File: src/rtl/unidade_controle_if.sv
// Control-unit bus: instruction fetch handshake on one side,
// register-bank / ALU control on the other.
interface unidade_controle_if #(
  parameter int bits_palavra  = 16,
  parameter int end_registros = 2,
  parameter int largura_pc    = 8
);
  logic [bits_palavra-1:0]  Instrucao;
  logic                     Inst_Valida;
  logic                     Flag_Zero;
  logic                     Inst_Pronta;
  logic [largura_pc-1:0]    PC;
  logic [end_registros-1:0] Sel_SA;
  logic [end_registros-1:0] Sel_SB;
  logic [end_registros-1:0] Sel_SC;
  logic                     Hab_Escrita;
  logic [2:0]               Op_ULA;
  logic                     Sel_Imediato;
  logic [bits_palavra-1:0]  Imediato;
  logic                     Parado;
  logic                     Erro_Opcode;

  modport master (
    input  Instrucao, Inst_Valida, Flag_Zero,
    output Inst_Pronta, PC, Sel_SA, Sel_SB, Sel_SC, Hab_Escrita,
           Op_ULA, Sel_Imediato, Imediato, Parado, Erro_Opcode
  );

  modport slave (
    output Instrucao, Inst_Valida, Flag_Zero,
    input  Inst_Pronta, PC, Sel_SA, Sel_SB, Sel_SC, Hab_Escrita,
           Op_ULA, Sel_Imediato, Imediato, Parado, Erro_Opcode
  );
endinterface

File: src/rtl/unidade_controle.sv
// Multi-cycle control unit: fetch / decode / execute / write-back FSM
// driving register-bank addresses, ALU op, immediate and the program counter.
module unidade_controle #(
  parameter int bits_palavra  = 16,
  parameter int end_registros = 2,
  parameter int largura_pc    = 8
) (
  input  logic               clock,
  input  logic               reset,
  unidade_controle_if.master bus
);
  typedef enum logic [2:0] {BUSCA, DECODIFICA, EXECUTA, ESCRITA, PARADO} estado_t;

  localparam logic [3:0] OP_NOP  = 4'h0;
  localparam logic [3:0] OP_ADD  = 4'h1;
  localparam logic [3:0] OP_SUB  = 4'h2;
  localparam logic [3:0] OP_AND  = 4'h3;
  localparam logic [3:0] OP_OR   = 4'h4;
  localparam logic [3:0] OP_LI   = 4'h5;
  localparam logic [3:0] OP_BEQZ = 4'h6;
  localparam logic [3:0] OP_JMP  = 4'h7;
  localparam logic [3:0] OP_HALT = 4'hF;

  estado_t                  estado_reg;
  logic [bits_palavra-1:0]  ir_reg;
  logic [largura_pc-1:0]    pc_reg;
  logic [end_registros-1:0] sel_sa_reg, sel_sb_reg, sel_sc_reg;
  logic [2:0]               op_ula_reg;
  logic                     sel_imediato_reg;
  logic [bits_palavra-1:0]  imediato_reg;
  logic                     hab_escrita_reg, parado_reg, erro_opcode_reg, inst_pronta_reg;

  logic [3:0]            opcode;
  logic [largura_pc-1:0] pc_inc, pc_desvio;

  assign opcode    = ir_reg[15:12];
  assign pc_inc    = pc_reg + largura_pc'(1);
  // Branch offset is relative to the instruction after the branch.
  assign pc_desvio = pc_inc + largura_pc'($signed(ir_reg[7:0]));

  always_ff @(posedge clock or posedge reset) begin
    if (reset) begin
      estado_reg       <= BUSCA;
      ir_reg           <= '0;
      pc_reg           <= '0;
      sel_sa_reg       <= '0;
      sel_sb_reg       <= '0;
      sel_sc_reg       <= '0;
      op_ula_reg       <= 3'd0;
      sel_imediato_reg <= 1'b0;
      imediato_reg     <= '0;
      hab_escrita_reg  <= 1'b0;
      parado_reg       <= 1'b0;
      erro_opcode_reg  <= 1'b0;
      inst_pronta_reg  <= 1'b1;
    end else begin
      unique case (estado_reg)
        BUSCA: begin
          if (bus.Inst_Valida) begin
            ir_reg          <= bus.Instrucao;
            // Addresses are loaded straight from the incoming word so they are valid during DECODIFICA.
            sel_sc_reg      <= end_registros'(bus.Instrucao[11:10]);
            sel_sa_reg      <= end_registros'(bus.Instrucao[9:8]);
            sel_sb_reg      <= end_registros'(bus.Instrucao[7:6]);
            inst_pronta_reg <= 1'b0;
            estado_reg      <= DECODIFICA;
          end
        end
        DECODIFICA: begin
          imediato_reg     <= bits_palavra'($signed(ir_reg[7:0]));
          sel_imediato_reg <= (opcode == OP_LI);
          erro_opcode_reg  <= (opcode >= 4'h8) && (opcode <= 4'hE);
          unique case (opcode)
            OP_ADD:  op_ula_reg <= 3'd1;
            OP_SUB:  op_ula_reg <= 3'd2;
            OP_AND:  op_ula_reg <= 3'd3;
            OP_OR:   op_ula_reg <= 3'd4;
            default: op_ula_reg <= 3'd0;
          endcase
          estado_reg <= EXECUTA;
        end
        EXECUTA: begin
          erro_opcode_reg <= 1'b0;
          unique case (opcode)
            OP_ADD, OP_SUB, OP_AND, OP_OR, OP_LI: begin
              hab_escrita_reg <= 1'b1;
              estado_reg      <= ESCRITA;
            end
            OP_HALT: begin
              parado_reg <= 1'b1;
              estado_reg <= PARADO;
            end
            OP_BEQZ: begin
              pc_reg          <= bus.Flag_Zero ? pc_desvio : pc_inc;
              inst_pronta_reg <= 1'b1;
              estado_reg      <= BUSCA;
            end
            OP_JMP: begin
              pc_reg          <= pc_desvio;
              inst_pronta_reg <= 1'b1;
              estado_reg      <= BUSCA;
            end
            default: begin
              pc_reg          <= pc_inc;
              inst_pronta_reg <= 1'b1;
              estado_reg      <= BUSCA;
            end
          endcase
        end
        ESCRITA: begin
          hab_escrita_reg <= 1'b0;
          pc_reg          <= pc_inc;
          inst_pronta_reg <= 1'b1;
          estado_reg      <= BUSCA;
        end
        PARADO: begin
          estado_reg <= PARADO;
        end
        default: begin
          inst_pronta_reg <= 1'b1;
          estado_reg      <= BUSCA;
        end
      endcase
    end
  end

  assign bus.Inst_Pronta  = inst_pronta_reg;
  assign bus.PC           = pc_reg;
  assign bus.Sel_SA       = sel_sa_reg;
  assign bus.Sel_SB       = sel_sb_reg;
  assign bus.Sel_SC       = sel_sc_reg;
  assign bus.Hab_Escrita  = hab_escrita_reg;
  assign bus.Op_ULA       = op_ula_reg;
  assign bus.Sel_Imediato = sel_imediato_reg;
  assign bus.Imediato     = imediato_reg;
  assign bus.Parado       = parado_reg;
  assign bus.Erro_Opcode  = erro_opcode_reg;
endmodule

File: src/flat_wrapper.sv
// flat-port wrapper written by rule: the top's interface ports become plain ports
module unidade_controle_flat 
#(
  parameter int bits_palavra  = 16,
  parameter int end_registros = 2,
  parameter int largura_pc    = 8
)
  (clock, reset, bus_Instrucao, bus_Inst_Valida, bus_Flag_Zero, bus_Inst_Pronta, bus_PC, bus_Sel_SA, bus_Sel_SB, bus_Sel_SC, bus_Hab_Escrita, bus_Op_ULA, bus_Sel_Imediato, bus_Imediato, bus_Parado, bus_Erro_Opcode);
  unidade_controle_if #(.bits_palavra(bits_palavra), .end_registros(end_registros), .largura_pc(largura_pc)) bus_i ();
  input  logic clock;
  input  logic reset;
  input wire logic [$bits(bus_i.Instrucao)-1:0] bus_Instrucao;
  input wire logic [$bits(bus_i.Inst_Valida)-1:0] bus_Inst_Valida;
  input wire logic [$bits(bus_i.Flag_Zero)-1:0] bus_Flag_Zero;
  output wire logic [$bits(bus_i.Inst_Pronta)-1:0] bus_Inst_Pronta;
  output wire logic [$bits(bus_i.PC)-1:0] bus_PC;
  output wire logic [$bits(bus_i.Sel_SA)-1:0] bus_Sel_SA;
  output wire logic [$bits(bus_i.Sel_SB)-1:0] bus_Sel_SB;
  output wire logic [$bits(bus_i.Sel_SC)-1:0] bus_Sel_SC;
  output wire logic [$bits(bus_i.Hab_Escrita)-1:0] bus_Hab_Escrita;
  output wire logic [$bits(bus_i.Op_ULA)-1:0] bus_Op_ULA;
  output wire logic [$bits(bus_i.Sel_Imediato)-1:0] bus_Sel_Imediato;
  output wire logic [$bits(bus_i.Imediato)-1:0] bus_Imediato;
  output wire logic [$bits(bus_i.Parado)-1:0] bus_Parado;
  output wire logic [$bits(bus_i.Erro_Opcode)-1:0] bus_Erro_Opcode;
  assign bus_i.Instrucao = bus_Instrucao;
  assign bus_i.Inst_Valida = bus_Inst_Valida;
  assign bus_i.Flag_Zero = bus_Flag_Zero;
  assign bus_Inst_Pronta = bus_i.Inst_Pronta;
  assign bus_PC = bus_i.PC;
  assign bus_Sel_SA = bus_i.Sel_SA;
  assign bus_Sel_SB = bus_i.Sel_SB;
  assign bus_Sel_SC = bus_i.Sel_SC;
  assign bus_Hab_Escrita = bus_i.Hab_Escrita;
  assign bus_Op_ULA = bus_i.Op_ULA;
  assign bus_Sel_Imediato = bus_i.Sel_Imediato;
  assign bus_Imediato = bus_i.Imediato;
  assign bus_Parado = bus_i.Parado;
  assign bus_Erro_Opcode = bus_i.Erro_Opcode;
  unidade_controle #(.bits_palavra(bits_palavra), .end_registros(end_registros), .largura_pc(largura_pc)) u_core (.clock(clock), .reset(reset), .bus(bus_i));
endmodule
File: config.mk
export PLATFORM = sky130hd
export DESIGN_NAME = unidade_controle_flat
export DESIGN_NICKNAME = d
export VERILOG_FILES = /design/src/rtl/unidade_controle_if.sv /design/src/rtl/unidade_controle.sv /design/src/flat_wrapper.sv
export SDC_FILE = /design/constraint.sdc
export NUM_CORES = 1
export LEC_CHECK = 0
export CORE_ASPECT_RATIO = 0.6
export CORE_UTILIZATION = 30
export DETAILED_ROUTE_END_ITERATION = 10
export GPL_ROUTABILITY_DRIVEN = 0
export SLEW_MARGIN = 15
export SYNTH_ARGS = -nofsm -noshare
export SYNTH_HDL_FRONTEND = slang
export SYNTH_SLANG_ARGS = --single-unit
File: constraint.sdc
create_clock -name clock -period 5.4 [get_ports clock]
set_input_delay 1.08 -clock clock [delete_from_list [all_inputs] [get_ports clock]]
set_output_delay 1.08 -clock clock [all_outputs]
set_load 0.01 [all_outputs]
# Word level (Yosys, flattened, before mapping)
# Cells that the tools add are included.
dict set report totals {
  reg_bits 49
  output_inout_bits 38
}
dict set report op_classes {
  add_sub_neg 2
  magnitude_cmp 2
  n_eq_ne 15
  n_mux 13
  bitwise_logic 1
  n_reduce_logical 12
}
# operator count
set op_table {}
lappend op_table {{case mux 3 bit (4 select lines)} 2}
lappend op_table {{case mux 8 bit (3 select lines)} 1}
lappend op_table {{== test 4 x 3 -> 1 bit, second input constant} 4}
lappend op_table {{case mux 8 bit (2 select lines)} 1}
lappend op_table {{adder 8 x 1 -> 8 bit, second input constant} 1}
lappend op_table {{adder 8 bit} 1}
lappend op_table {{== test 4 x 2 -> 1 bit, second input constant} 2}
lappend op_table {{two-way mux 8 bit} 1}
lappend op_table {{AND reduction 2 bit} 4}
lappend op_table {{== test 3 x 2 -> 1 bit, second input constant} 2}
lappend op_table {{case mux 3 bit (2 select lines)} 1}
lappend op_table {{OR reduction 6 bit} 1}
lappend op_table {{OR reduction 5 bit} 1}
lappend op_table {{== test 4 x 1 -> 1 bit, second input constant} 1}
lappend op_table {{== test 4 bit, second input constant} 1}
lappend op_table {{greater-or-equal comparator 4 bit, second input constant} 1}
lappend op_table {{<= comparator 4 bit, second input constant} 1}
lappend op_table {{inequality test 2 bit, second input constant} 2}
lappend op_table {{case mux 1 bit (2 select lines)} 2}
lappend op_table {{nonzero test 2 bit} 2}
lappend op_table {{== test 3 x 1 -> 1 bit, second input constant} 1}
lappend op_table {{== test 3 bit, second input constant} 1}
lappend op_table {{zero test 3 bit} 1}
lappend op_table {{two-way mux 1 bit} 3}
lappend op_table {{7 further kinds} 7}

# Longest topological paths before layout
# Gate-level depths: netlist (run 1).
dict set report logic_depth {
  depth_word 5
  depth_mapped 10
}

# Worst setup path after synthesis (run 1)
# No wires, ideal clock.
dict set report synth_path {
  kind {reg2reg}
  startpoint {register u_core.pc_reg[0], in the netlist u_core.bus.PC[0]}
  endpoint {register u_core.pc_reg[7], in the netlist u_core.bus.PC[7]}
  setup_ns 0.131
  t_arrival_ns 2.022
  required_ns 5.269
  path_slack_ns 3.246
  path_stages_with_launch 11
  path_buffers 0
  synth_period_minus_slack_ns 2.154
  cell_sequence {dfrtp_1 ha_1 nand3_1 xnor2_1 ha_1 nand3_1 o211ai_1 nor4_1 nor3_1 xnor2_1 o21ai_1}
}
dict set report synth_via {
  elab_chain_cells 5
}
# element line
set synth_lines {}
lappend synth_lines {{start: declaration} unidade_controle.sv:26} ;# logic [largura_pc-1:0] pc_reg;
lappend synth_lines {{start signal: assignment} unidade_controle.sv:94} ;# pc_reg <= bus.Flag_Zero ? pc_desvio : pc_inc;
lappend synth_lines {{start signal: assignment} unidade_controle.sv:99} ;# pc_reg <= pc_desvio;
lappend synth_lines {{start signal: assignment} unidade_controle.sv:104} ;# pc_reg <= pc_inc;
lappend synth_lines {{adder 8 x 1 -> 8 bit (*)} unidade_controle.sv:37} ;# assign pc_inc = pc_reg + largura_pc'(1);
lappend synth_lines {{adder 8 bit} unidade_controle.sv:39} ;# assign pc_desvio = pc_inc + largura_pc'($signed(ir_reg[7:0]));
lappend synth_lines {{two-way mux 8 bit} unidade_controle.sv:94}
lappend synth_lines {{case mux 8 bit (3 select lines)} unidade_controle.sv:84} ;# unique case (opcode)
lappend synth_lines {{case mux 8 bit (2 select lines) (*)} unidade_controle.sv:57} ;# unique case (estado_reg)
# Every way passes the cells marked *; elsewhere a longest branch is shown, timed or not.
# A chain may end at the register's enable or synchronous reset.

# Final worst setup path (run 1)
dict set report layout_path {
  startpoint {input bus_Flag_Zero}
  endpoint {register u_core.pc_reg[4], in the netlist u_core.bus.PC[4]}
}
dict set report layout_via {
  elab_chain_cells 3
}
# element line
set layout_lines {}
lappend layout_lines {{start: declaration} flat_wrapper.sv:14} ;# input wire logic [$bits(bus_i.Flag_Zero)-1:0] bus_Flag_Zero;
lappend layout_lines {{two-way mux 8 bit} unidade_controle.sv:94}
lappend layout_lines {{case mux 8 bit (3 select lines)} unidade_controle.sv:84}
lappend layout_lines {{case mux 8 bit (2 select lines)} unidade_controle.sv:57}
# No other way between the ends.

==> results of run 1 <==
==> worst max-delay path, cell delays in order <==
cell	delay (ns)
clkdlybuf4s50_1	0.51
nor2_1	0.08
nor4_4	0.66
mux2i_1	0.30
o21ai_0	0.10
==> area by class of cell <==
cell class | instances | area share
inverters | 10 | 0.0121
multi-input cells | 152 | 0.358
well taps | 104 | 0.0419
clock inverters | 3 | 0.0153
clock buffers | 5 | 0.0403
repair buffers | 58 | 0.186
flip-flops and latches | 43 | 0.347
==> placed cells by master (no fill, tap or decap), types with 2 or more instances in the layout <==
master           Yosys  layout
and3_1               4       4
o21ai_2              2       2
xor2_1               5       5
o41ai_1              2       2
nor2_1               9       9
and3_2               2       2
a21oi_1              8       8
inv_1               10       9
dfrtp_1             42      42
mux2_2              21      21
nor3b_1              3       3
xnor2_1              6       6
o22ai_1              2       2
ha_1                 8       8
o211ai_1             2       2
clkdlybuf4s50_1      0      57
nand3_1              6       6
nand2_1             18      18
o21bai_1             3       3
o21ai_0             14      14
o21ai_1              8       8
nand2b_1             3       3
nor3_1               5       5
clkbuf_16            0       5
==> per-layer routing <==
metal  GRT usage  wire, µm  up-vias
met1       0.233      3110      834
met3      0.0386       240        8
met4      0.0338        42        0
met2       0.189      2080       41
li1            -         -      875
met5           0         0        -
==> path summary, 6_finish.rpt <==
| path | cells after the start | start | slack [ns] | to |
|---|---|---|---|---|
| setup / recovery | 5 | bus_Flag_Zero | 2.80 | u_core.bus.PC[4] |
| hold reg to reg | 1 | u_core.bus.Parado | 0.48 | u_core.bus.Parado |
| hold / removal | 1 | u_core.bus.Parado | 0.48 | u_core.bus.Parado |
| setup reg to reg | 10 | u_core.bus.PC[0] | 2.96 | u_core.bus.PC[7] |
| min in group asynchronous | 3 | reset | 1.23 | u_core.bus.Imediato[3] |
| max in group asynchronous | 3 | reset | 3.78 | u_core.bus.Inst_Pronta |
==> logic make-up after synthesis <==
logic type / Yosys count / share of synthesized area
and+or+nand+nor: 62 / 0.145
AOI/OAI and AO/OA: 47 / 0.121
DFF: 43 / 0.452
buffers and inverters: 33 / 0.0818
muxes: 22 / 0.103
xor gates and xnor gates: 12 / 0.0472
adders and majority gates: 9 / 0.0504
==> power breakdown <==
group          internal (mW)  switching [mW]
Combinational          0.611           0.535
Clock                  0.221           0.133
Sequential             0.478           0.189
==> metrics by stage <==
stage / area (µm²) / total power [mW] / hold WS (ns) / utilization
6_report: 3110 / 2.17 / 0.484 / 0.416
5_1_grt: 3110 / 2.36 / 0.506 / 0.416
4_1_cts: 3110 / 2.19 / 0.485 / 0.416
3_5_place_dp: 2940 / 1.82 / 0.462 / 0.393
3_3_place_gp: 2940 / 1.80 / 0.471 / 0.393
2_1_floorplan: 2380 / 1.44 / 0.482 / -
==> impl_metrics.json, run 1 <==
{
  "die_y_um": 71.1,
  "dp_slack_ns": 2.51,
  "drc": 0,
  "finalMaxSlewViolations": 0,
  "arrival_ns": 2.74,
  "period_share": 0.482,
  "vias_per_cell": 4.69,
  "route.vias.total": 1758,
  "critical_path_class": "in2reg",
  "grt.overflow.total": 0,
  "yosysMostFrequentCell": "dfrtp_1",
  "cts.htree.levels": 2,
  "synth_area_leader_cell": "dfrtp_1",
  "wl_mm": 5.48,
  "yosysSeqAreaShare": 0.452,
  "final.setup.worst_slack_ns": 2.80,
  "cts-root-buf": "clkbuf_16",
  "drt_pre_antenna_iters": 4,
  "tritoncts": "yes",
  "ys_ff_latch": 43,
  "end_kind": "flip-flop",
  "synthDistinctLibCells": 48,
  "syn_inst": 228,
  "fmax_ghz": 0.384,
  "clk_pin_slew_ns": 0.06,
  "first_iter_violations": 61,
  "ir_worst_vdd_v": 0.000245,
  "fillers": 732,
  "worstPathRequired_ns": 5.53,
  "wl_per_cell_um": 14.6,
  "ys.flop_type": "dfrtp_1",
  "grt_pass1_vias": 1750,
  "finalNonFillerCells": 375,
  "dieArea_um2": 8320,
  "drtAntennaViolNets": 0,
  "p_per_area_nw_per_um2": 697,
  "dp_cells": 367,
  "grt_max_degree": 44,
  "grtUsageTotal": 0.146,
  "grt_pass1_wl_mm": 9.04,
  "ios": 58,
  "synthArstFlopShare": 1.00,
  "cap_violations": 0,
  "setup_tns_ns": 0,
  "synth_top_area_frac": 0.441,
  "p_leak_nw": 1.28,
  "fin_crit_ns": 2.60,
  "fp.coreArea_um2": 7480,
  "largest_reg_flops": 13,
  "critPathLaunchType": "input pin",
  "grt_antenna_before_repair": 0,
  "regArea_um2": 1080,
  "tightest_slew_ns": 0.904,
  "netlist_area_um2": 2380,
  "die_w_um": 117,
  "cts_resized": 0,
  "hold_path_class": "reg2reg",
  "cp_max_fo": 17,
  "fin_skew_ns": 0.00499,
  "cts_setup_buffers": 0,
  "cts_max_path_buffers": 2,
  "yosys_warnings": 0,
  "syn_area_per_cell_um2": 10.5,
  "rsz0062_at_grt": "false",
  "yosys-top-cells-count": "42 x dfrtp_1, 21 x mux2_2, 18 x nand2_1, 15 x buf_4, 14 x o21ai_0",
  "portBuffers": 57,
  "hpwl_mm": 4.00,
  "synth_edf_count": 0,
  "drive_gt1_frac": 0.151,
  "antenna-diode-count": 0,
  "outcome": "finished clean",
  "cts_buffers": 5,
  "multi_input_comb_area_um2": 1110,
  "relSlewSlack": 0.398,
  "area_growth_pct": 30.3,
  "synthTopCellsByArea": "dfrtp_1 44%, mux2_2 9.9%, buf_4 4.7%, ha_1 4.2%, o21ai_0 2.9%",
  "hold_buffers": 0,
  "start_util": 0.319,
  "rows": 24,
  "hold_violations": 0,
  "final_nets": 299,
  "clock_latency_ns": 0.29,
  "finalSetupViolations": 0,
  "cts_sinks": 43,
  "syn_nets": 257
}
Power figures use the tool's default switching activity.
==> run 2: changes to the inputs <==
Clock period 5.4 ns to 2.5 ns, I/O delays scaled along.
==> run 2 against run 1 <==
Compared with the run above:
- worst setup slack got worse by 2.5 ns
- sequential power increased by 110%
- routed wire length decreased by 3.6%
- via count decreased by 1.3%
- global-route usage decreased by 0.21 points
- clock power increased by 80%
- power increased by 110%
- combinational power increased by 120%
- core utilization about the same
- non-clock buffer count increased by 2
- sequential share of layout area about the same
- die area unchanged
- critical endpoint is now u_core.bus.PC[7]
==> impl_metrics.json, run 2 (synthesized netlist as in run 1, its figures left out) <==
{
  "outcome": "finished clean",
  "r2r_cells": 10,
  "p_per_area_nw_per_um2": 1460,
  "timing.hold.worst.start": "u_core.bus.Parado",
  "dp_cells": 369,
  "rows": 24,
  "drt_pre_antenna_iters": 4,
  "largest_reg_flops": 13,
  "relSlewSlack": 0.504,
  "dieArea_um2": 8320,
  "min_to": "u_core.bus.Parado",
  "cts_max_path_buffers": 2,
  "clock_latency_ns": 0.28,
  "dp_slack_ns": 0.192,
  "route.vias.total": 1736,
  "clk_pin_slew_ns": 0.06,
  "hold_violations": 0,
  "fmax_ghz": 0.445,
  "rrSetupSlack_ns": 0.25,
  "drc": 0,
  "critical_path_class": "reg2reg",
  "layout_common_cells": "57 x clkdlybuf4s50_1, 41 x dfrtp_1, 21 x mux2_2",
  "finalNonFillerCells": 376,
  "die_y_um": 71.1,
  "grt_pass1_vias": 1671,
  "ios": 58,
  "cp_max_fo": 7,
  "arrival_ns": 2.40,
  "end_kind": "flip-flop",
  "finalMaxSlewViolations": 0,
  "wl_met3_um": 398,
  "area_growth_pct": 30.4,
  "wl_mm": 5.28,
  "ir_worst_vdd_v": 0.000466,
  "highest_layer": "met4",
  "fin_skew_ns": 0.00374,
  "finalSetupViolations": 0,
  "hpwl_mm": 3.87,
  "fin_crit_ns": 2.25,
  "die_w_um": 117,
  "cts_buffers": 5,
  "met1Wirelength_mm": 2.87,
  "final.setup.worst_slack_ns": 0.251,
  "cts_sinks": 43,
  "critPathLaunchType": "flip-flop",
  "start_util": 0.319,
  "rsz0062_at_grt": "false",
  "grt.overflow.total": 0,
  "power_mw": 4.54,
  "whs_ns": 0.475,
  "min_path_cells": 1,
  "layout.cells.most_common": "clkdlybuf4s50_1",
  "cap_violations": 0,
  "worstReg2RegEnd": "u_core.bus.PC[7]",
  "setup_tns_ns": 0,
  "final_nets": 301,
  "grt_antenna_before_repair": 0,
  "grtUsageTotal": 0.143,
  "period_share": 0.899,
  "vias_per_cell": 4.62,
  "cts.htree.levels": 2,
  "p_leak_nw": 1.28,
  "routed-wl-met2_mm": 1.97,
  "drtAntennaViolNets": 0,
  "r2r-start": "u_core.bus.PC[0]",
  "cts_setup_buffers": 0,
  "antenna-diode-count": 0,
  "tightest_slew_ns": 0.744,
  "hold_buffers": 0,
  "fp.coreArea_um2": 7480,
  "worstPathRequired_ns": 2.65,
  "drive_gt1_frac": 0.162,
  "grt_pass1_wl_mm": 8.87,
  "wl_per_cell_um": 14.0,
  "cts-root-buf": "clkbuf_16",
  "grt_max_degree": 44,
  "tritoncts": "yes",
  "hold_path_class": "reg2reg",
  "first_iter_violations": 51,
  "portBuffers": 57
}
[run 2: how the worst max path moves through the flow]
stage	depth (start not counted)	to	start	slack, ns
2_1_floorplan	10	u_core.bus.PC[7]	u_core.bus.PC[0]	0.35
3_3_place_gp	10	u_core.bus.PC[7]	u_core.bus.PC[0]	0.30
3_5_place_dp	10	u_core.bus.PC[7]	u_core.bus.PC[0]	0.19
4_1_cts	10	u_core.bus.PC[7]	u_core.bus.PC[0]	0.16
5_1_grt	10	u_core.bus.PC[7]	u_core.bus.PC[1]	0.03
6_report	10	u_core.bus.PC[7]	u_core.bus.PC[0]	0.25
[run 2: routing by layer]
metal,up-vias,GRT usage
met5,-,0
met4,0,0.0295
met3,5,0.0548
met2,45,0.176
met1,813,0.229
li1,873,-
[run 2: final cells by class]
type                       instances  area (µm²)
clock buffer                       6         139
fill                             724        4370
tap                              104         130
timing repair buffer              60         606
multi-input combinational        152        1110
inverter                          10        37.5
clock inverter                     1        5.00
sequential                        43        1080
[run 2: critical path: stages, from the launching register on]
cell	delay, ns
dfrtp_2	0.41
ha_2	0.25
nand3_1	0.11
xnor2_1	0.17
ha_1	0.36
nand3_1	0.09
o211ai_1	0.22
nor4_1	0.07
nor3_1	0.22
xnor2_1	0.15
o21ai_1	0.07
[run 2: power breakdown]
part           internal (mW)  switching (mW)  leakage [nW]
registers               1.04           0.387         0.525
clock network          0.390           0.247        0.0727
logic                   1.34            1.15         0.680
[run 2: timing repair]
| action | in CTS | in global routing |
|---|---|---|
| endpoints found under the hold margin | 0 | 0 |
| endpoints found under the setup margin | 0 | 1 |
| gates resized for setup | 0 | 2 |
[run 2: stage by stage]
stage	instance area (µm²)	util
final	3110	0.416
after global routing	3110	0.416
after CTS	3110	0.415
after detailed placement	2960	0.396
after global placement	2960	0.396
after floorplan	2380	-
==> run 3: changes to the inputs <==
Settings changed: CTS_CLUSTER_DIAMETER set to 100.
==> results of run 3 <==
Same layout as run 2: the final DEF is identical, and so are final timing and power.
